File: config.mk
export PLATFORM = sky130hd
export DESIGN_NAME = data_mem_arbiter
export DESIGN_NICKNAME = d
export VERILOG_FILES = /design/src/rtl/processor_pkg.sv /design/src/rtl/rr_select.sv /design/src/rtl/data_mem_arbiter.sv
export SDC_FILE = /design/constraint.sdc
export NUM_CORES = 1
export LEC_CHECK = 0
export CAP_MARGIN = 20
export CORE_MARGIN = 3
export CORE_UTILIZATION = 50
export DETAILED_ROUTE_END_ITERATION = 7
export PLACE_DENSITY_LB_ADDON = 0.1
export SLEW_MARGIN = 20
export SYNTH_ARGS = -nofsm -noshare
export SYNTH_HDL_FRONTEND = slang
export SYNTH_SLANG_ARGS = --single-unit
File: constraint.sdc
create_clock -name clock -period 2.75 [get_ports clock]
set_input_delay 0.6875 -clock clock [delete_from_list [all_inputs] [get_ports clock]]
set_output_delay 0.6875 -clock clock [all_outputs]
set_load 0.02 [all_outputs]
File: src/rtl/processor_pkg.sv
// Shared definitions for the multicore processor build: arbiter state encodings,
// default datapath widths and a constant-function ceil(log2) helper.
package processor_pkg;

    typedef enum logic [1:0] {
        ARB_IDLE  = 2'd0,
        ARB_ISSUE = 2'd1,
        ARB_WAIT  = 2'd2,
        ARB_ACK   = 2'd3
    } arb_state_t;

    localparam int DEF_N_CORES = 4;
    localparam int DEF_ADDR_W  = 8;
    localparam int DEF_DATA_W  = 16;
    localparam int DEF_MEM_LAT = 2;

    function automatic int clog2(input int value);
        int r;
        int v;
        r = 0;
        v = value - 1;
        while (v > 0) begin
            r++;
            v = v >> 1;
        end
        return r;
    endfunction

endpackage

File: src/rtl/rr_select.sv
// Rotating-priority picker: returns the first pending index after ptr, wrapping modulo N_CORES.
module rr_select #(
    parameter int N_CORES = 4,
    parameter int ID_W    = 2
) (
    input  logic [N_CORES-1:0] pending,
    input  logic [ID_W-1:0]    ptr,
    output logic [ID_W-1:0]    sel,
    output logic               any
);

    logic [ID_W-1:0] idx;

    // Scan from the farthest candidate back to the nearest so the nearest pending core wins.
    always_comb begin
        sel = '0;
        any = 1'b0;
        idx = '0;
        for (int k = N_CORES; k >= 1; k--) begin
            idx = ID_W'((int'(ptr) + k) % N_CORES);
            if (pending[idx]) begin
                sel = idx;
                any = 1'b1;
            end
        end
    end

endmodule

File: src/rtl/data_mem_arbiter.sv
// Round-robin arbiter sharing one data RAM between several cores: buffers one strobed
// request per core, runs one RAM access at a time and returns a one-cycle ack with read data.
//
//   state     | meaning
//   ----------+-------------------------------------------------------------
//   ARB_IDLE  | no access in flight; grant when start and a request is pending
//   ARB_ISSUE | address/data presented to RAM, mem_we pulses here for writes
//   ARB_WAIT  | RAM latency, MEM_LAT cycles, address held
//   ARB_ACK   | ack to served core; chain straight into the next grant if possible
module data_mem_arbiter
    import processor_pkg::*;
#(
    parameter int N_CORES = DEF_N_CORES,
    parameter int ADDR_W  = DEF_ADDR_W,
    parameter int DATA_W  = DEF_DATA_W,
    parameter int MEM_LAT = DEF_MEM_LAT,
    localparam int ID_W   = (clog2(N_CORES) > 0) ? clog2(N_CORES) : 1
) (
    input  logic                       clock,
    input  logic                       reset_n,
    input  logic                       start,
    input  logic [N_CORES-1:0]         req,
    input  logic [N_CORES-1:0]         we,
    input  logic [N_CORES*ADDR_W-1:0]  addr,
    input  logic [N_CORES*DATA_W-1:0]  wdata,
    output logic [N_CORES-1:0]         ack,
    output logic [DATA_W-1:0]          rdata,
    output logic [ADDR_W-1:0]          mem_addr,
    output logic [DATA_W-1:0]          mem_wdata,
    output logic                       mem_we,
    input  logic [DATA_W-1:0]          mem_rdata,
    output logic                       busy,
    output logic [ID_W-1:0]            grant_id
);

    localparam int CNT_W = (clog2(MEM_LAT + 1) > 0) ? clog2(MEM_LAT + 1) : 1;

    arb_state_t        state;
    logic [N_CORES-1:0] pending;
    logic [N_CORES-1:0] accept;
    logic [N_CORES-1:0] clr;
    logic [ADDR_W-1:0] slot_addr  [N_CORES];
    logic [DATA_W-1:0] slot_wdata [N_CORES];
    logic              slot_we    [N_CORES];
    logic [ID_W-1:0]   ptr;
    logic [ID_W-1:0]   sel;
    logic              any;
    logic              in_service;
    logic              grant_now;
    logic              cur_we;
    logic [CNT_W-1:0]  wait_cnt;

    rr_select #(
        .N_CORES (N_CORES),
        .ID_W    (ID_W)
    ) u_rr_select (
        .pending (pending),
        .ptr     (ptr),
        .sel     (sel),
        .any     (any)
    );

    assign busy       = (state != ARB_IDLE);
    assign in_service = (state == ARB_ISSUE) || (state == ARB_WAIT);
    assign grant_now  = start && any && ((state == ARB_IDLE) || (state == ARB_ACK));
    assign clr        = grant_now ? (N_CORES'(1) << sel) : '0;

    // A core that is already queued or mid-access cannot overwrite its slot; re-strobing in ACK is legal.
    always_comb begin
        accept = '0;
        for (int i = 0; i < N_CORES; i++) begin
            accept[i] = req[i] && !pending[i] && !(in_service && (grant_id == ID_W'(i)));
        end
    end

    always_ff @(posedge clock or negedge reset_n) begin
        if (!reset_n) begin
            state     <= ARB_IDLE;
            pending   <= '0;
            ptr       <= ID_W'(N_CORES - 1);
            ack       <= '0;
            rdata     <= '0;
            mem_addr  <= '0;
            mem_wdata <= '0;
            mem_we    <= 1'b0;
            grant_id  <= '0;
            cur_we    <= 1'b0;
            wait_cnt  <= '0;
            for (int i = 0; i < N_CORES; i++) begin
                slot_addr[i]  <= '0;
                slot_wdata[i] <= '0;
                slot_we[i]    <= 1'b0;
            end
        end else begin
            for (int i = 0; i < N_CORES; i++) begin
                if (accept[i]) begin
                    slot_addr[i]  <= addr[i*ADDR_W +: ADDR_W];
                    slot_wdata[i] <= wdata[i*DATA_W +: DATA_W];
                    slot_we[i]    <= we[i];
                end
            end
            pending <= (pending & ~clr) | accept;
            ack     <= '0;
            mem_we  <= 1'b0;

            case (state)
                ARB_IDLE, ARB_ACK: begin
                    if (grant_now) begin
                        state     <= ARB_ISSUE;
                        mem_addr  <= slot_addr[sel];
                        mem_wdata <= slot_wdata[sel];
                        mem_we    <= slot_we[sel];
                        cur_we    <= slot_we[sel];
                        grant_id  <= sel;
                        ptr       <= sel;
                    end else begin
                        state <= ARB_IDLE;
                    end
                end
                ARB_ISSUE: begin
                    state    <= ARB_WAIT;
                    wait_cnt <= CNT_W'(MEM_LAT - 1);
                end
                ARB_WAIT: begin
                    if (wait_cnt == '0) begin
                        state         <= ARB_ACK;
                        ack[grant_id] <= 1'b1;
                        if (!cur_we) begin
                            rdata <= mem_rdata;
                        end
                    end else begin
                        wait_cnt <= wait_cnt - 1'b1;
                    end
                end
                default: state <= ARB_IDLE;
            endcase
        end
    end

endmodule

# Yosys cells after proc, flatten, opt, wreduce, memory -nomap -nowiden
# Index checks and enable logic that the tools add are counted.
# W data, S select, Z words.
# op_classes
addsub,5
n_lt_le_gt_ge,7
eq_ne,8
shift,1
muxes,37
bitwise_logic,5
reduce_logical,34
# op_table
cell,count
$bmux W16 S2,1
$mux W16,2
$bmux W8 S2,1
$mux W8,2
$logic_and A1 B1 Y1,15
$lt A2 B3 Y1 const B,5
$mux W1,14
$mux W2,6
$mux W4,3
$bmux W1 S2,5
$eq A2 B2 Y1 const B,4
$logic_not A1 Y1,8
$logic_not A2 Y1,3
$pmux W2 S3,1
$add A2 B1 Y2 const B,2
$add A2 B2 Y2 const B,2
$and A4 B4 Y4,1
$eq A2 B1 Y1 const B,2
$not A4 Y4,1
$or A4 B4 Y4,1
$pmux W2 S2,1
$reduce_and A2 Y1,2
$reduce_bool A2 Y1,2
$shl A1 B2 Y4 const A,1
other kinds (11),12
# word_totals
ff_bits,158
inputBits,123
out_inout_bits,48
wordCells,120

# Logic depth before layout (Yosys ltp)
# depth
depth_word,13
depth_mapped,8
ltp_nobuf,7

# Modules after synthesis
# From an unflattened synthesis, not the netlist that was laid out.
# hier_totals
cells_unflattened,475
hier_area_um2,6725.2
# by_module_without_submodules
module,n_inst,cells_each,area_per_inst_um2,seq_area_each_um2
data_mem_arbiter,1,461,6633.9,3956.3
rr_select,1,14,91.3,0.0

# Worst setup path before layout
# Ideal clock, no wire load.
# synth_path
path_kind,flip-flop to flip-flop
start,register state[0]
end,register slot_wdata[54] (netlist name)
setup_ns,0.125
arrival_ns,1.878
path_slack_ns,0.747
stages_incl_launch_ff,7
n_path_buf,1
path_cell_list,dfrtp_1 inv_1 ha_1 nor3b_1 nor3b_2 buf_4 mux2_2
# synth_via
elab_chain_cells,5
elab_cells_between_ends,6
cone_classes,2 x eq/ne; 4 x reduce/logical
# synth_rtl
element,line_no,text
start: declaration,data_mem_arbiter.sv:38,arb_state_t state;
start signal: assignment,data_mem_arbiter.sv:78,state <= ARB_IDLE;
start signal: assignment,data_mem_arbiter.sv:109,state <= ARB_ISSUE;
start signal: assignment,data_mem_arbiter.sv:117,state <= ARB_IDLE;
$eq A2 B1 Y1 or $eq A2 B2 Y1 (tied branches),data_mem_arbiter.sv:64,assign in_service = (state == ARB_ISSUE) || (state == ARB_WAIT);
$logic_or A1 B1 Y1 (*),data_mem_arbiter.sv:64,
$logic_and A1 B1 Y1 (*),data_mem_arbiter.sv:72,accept[i] = req[i] && !pending[i] && !(in_service && (grant_id == ID_W'(i)));
$logic_not A1 Y1 (*),data_mem_arbiter.sv:72,
$logic_and A1 B1 Y1 (*),data_mem_arbiter.sv:72,
end signal: indexed assignment,data_mem_arbiter.sv:98,slot_wdata[i] <= wdata[i*DATA_W +: DATA_W];
end: declaration,data_mem_arbiter.sv:43,logic [DATA_W-1:0] slot_wdata [N_CORES];
# Mark *: on every way between the ends. The rest lies on a longest branch, timed or not.
# A chain may end at the register's enable or synchronous reset.

# Final worst setup path
# layout_path
start,register state[0]
end,output port busy
# layout_via
elab_chain_cells,1
# layout_rtl
element,line_no,text
$reduce_bool A2 Y1,data_mem_arbiter.sv:63,assign busy = (state != ARB_IDLE);
end: declaration,data_mem_arbiter.sv:32,"output logic busy,"
# No other way between the ends.

==> impl_metrics.toml <==
[run_status]
status = "complete, no violations"

[placement]
gp_congestion = 0.8101
hpwl_mm = 11.81
place_area_mm2 = 0.009150
io_buffer_count = 170
post-place-cells = 863

[final_layout]
multi_input_area_mm2 = 0.003028
fill_cells = 1001
final_common_cell = "clkdlybuf4s50_1"
antenna_cells = 0
fin_cells = 893
final_cell_mix = "clkdlybuf4s50_1, dfrtp_1, mux2_2, nand3_1, nand2_1"
fin_nets = 829
syn2layout_area_growth_pct = 32.79
final_cell_area_mm2 = 0.009668
drive_gt1_share_pct = 31.28
layout.area.seq_mm2 = 0.003956

[timing]
rsz0062_at_grt = "no"
clock.fmax_ghz = 0.4170
worst_hold_slack_ns = 0.2586
relSlewSlack_pct = 60.21
finClkSkew_ns = 0.004506
finalCritPeriodShare_pct = 87.20
tns_ns = 0
fin_crit_ns = 2.398
worstMarginPinSlew_ns = 0.5969
drv_slew = 0
setup_viol = 0
hold_viol = 0

[floorplanning]
initial_core_util_pct = 51.85
die_w_um = 126.7
ios = 171
design.core.area_mm2 = 0.01404
design.die.area_mm2 = 0.01605
rows = 43
dieHeight_um = 126.7

[worst_setup_path]
reg2reg_slack_ns = 0.67
crit_start = "state[0]"
rr_endpoint = "mem_addr[0]"
critPathLaunchType = "flip-flop"
critPathKind = "flip-flop to output pin"
cp.required_ns = 2.06
crit_arrival_ns = 1.71
endpoint_kind = "output pin"
r2r_start = "pending[1]"
path_max_fanout = 3
reg2reg_depth = 6
critPathCapture = "busy"

[clock_tree]
postCtsSetupBuffers = 0
clk_pin_slew_ns = 0.06
numCtsBuffers = 17
cts.sinks = 158
ctsHoldBuffers = 0
cts_tree = "done"
cts_buffer_depth = 2
cts_resized = 0
h-tree-depth = 4
clock_latency_ns = 0.42
cts-root-buf = "clkbuf_16"

[route]
final_antenna_net_count = 0
viasPerCell = 5.412
firstDrtPassIters = 5
drc = 0
vias = 4833
wl_per_cell_um = 18.85
wl_mm = 16.84
drt_iter0_drc = 278

[global_route]
grt_max_degree = 65
grt_pass1_wl_mm = 26.96
gr-total-overflow = 0
antenna_found_initial = 0
grt_pass1_vias = 5025
grt_usage_pct = 21.73

[power_and_ir_drop]
irDropWorstVdd_v = 0.0008044
p_leak_nw = 4.158
power_density_mw_per_mm2 = 1250

[logic_synthesis]
ys_seq_area_share_pct = 54.34
netlist_instances = 530
yosysWarnings = 0
ys_types = 37
syn_nets = 657
syn_area_mm2 = 0.007281
postSynthAreaPerCell_um2 = 13.74
ys_seq_elements = 158

[worst_hold_path]
hold_path.class = "input port to asynchronous set/reset pin"

[run]
maxCapViolations = 0
## metrics by stage
stage / util [%] / setup slack (ns) / power, W
after floorplan: - / 0.7469 / 0.008459
after global placement: 65.16 / 0.4890 / 0.009865
after detailed placement: 65.16 / 0.4741 / 0.01010
after CTS: 68.85 / 0.3258 / 0.01220
after global routing: 68.85 / 0.2795 / 0.01285
final: 68.85 / 0.3519 / 0.01208
## area by class of cell
| type | count | share of cell area [%] |
|---|---|---|
| clock buffer | 23 | 4.944 |
| clock inverter | 7 | 0.4141 |
| inverter | 6 | 0.2329 |
| multi-input combinational | 332 | 31.32 |
| sequential | 158 | 40.92 |
| tap | 180 | 2.329 |
| timing repair buffer | 187 | 19.84 |
## flip-flops by register name, indices dropped and copies added, names as in the netlist
| name | flops |
|---|---|
| slot_wdata | 64 |
| mem_wdata | 16 |
| mem_we | 1 |
| grant_id | 2 |
| state | 2 |
| slot_addr | 32 |
| rdata | 16 |
| mem_addr | 8 |
| ack | 4 |
| pending | 4 |
| slot_we | 4 |
| cur_we | 1 |
| ptr | 2 |
| wait_cnt | 2 |
## Yosys cell counts, drive strengths merged
master / n / area, um2
or2: 3 / 18.77
a21oi: 5 / 28.78
nor2: 7 / 26.28
dfrtp: 156 / 3904
and4: 1 / 8.760
buf: 31 / 282.8
nor3: 3 / 20.02
o221ai: 1 / 26.28
nand3b: 3 / 22.52
nand2: 39 / 146.4
a21o: 2 / 15.01
a21bo: 1 / 10.01
o21a: 1 / 7.510
mux2i: 27 / 270.3
o211ai: 24 / 300.3
clkbuf: 3 / 11.26
mux2: 141 / 1663
inv: 6 / 22.52
nand3: 50 / 250.2
o31ai: 1 / 7.510
nand2b: 3 / 18.77
dfstp: 2 / 52.55
nor3b: 4 / 35.03
nor2b: 3 / 26.27
o21ai: 9 / 56.31
ha: 4 / 50.05
## kinds of logic after synthesis
| family | synth area share, % |
|---|---|
| AO/OA/AOI/OAI | 6.204 |
| buffers and inverters | 4.348 |
| multiplexers | 26.55 |
| adder cells (fa/ha/maj) | 0.6874 |
| AND/OR/NAND/NOR | 7.871 |
| flip-flops | 54.34 |
## worst min-delay path by stage
stage,startpoint,end,cells after the start
global placement,cur_we,cur_we,2
finish,reset_n,ack[2],1
global route,reset_n,ack[2],1
CTS,reset_n,state[1],1
floorplan,reset_n,ack[0],0
detailed placement,mem_wdata[1],mem_wdata[1],2
## critical path, stage by stage, from the launching register on
cell and delay (ns):
dfrtp_1 0.36, inv_1 0.08, ha_1 0.21, inv_1 0.06, clkdlybuf4s50_1 0.59
## layer usage
layer / global-route usage, % / part of all wire (%) / vias up
met1: 29.27 / 43 / 2401
met3: 5.684 / 6.8 / 31
met5: 0 / 0 / -
met4: 8.265 / 2.3 / 0
li1: - / - / 2230
met2: 34.00 / 48 / 171
## report_power, final
group          total, W  internal, W  switching (W)
Clock           0.00207      0.00121       0.000868
Sequential      0.00419      0.00351       0.000677
Combinational   0.00582      0.00294        0.00289
Total            0.0121      0.00765        0.00443
(Power assumes the default switching activity.)
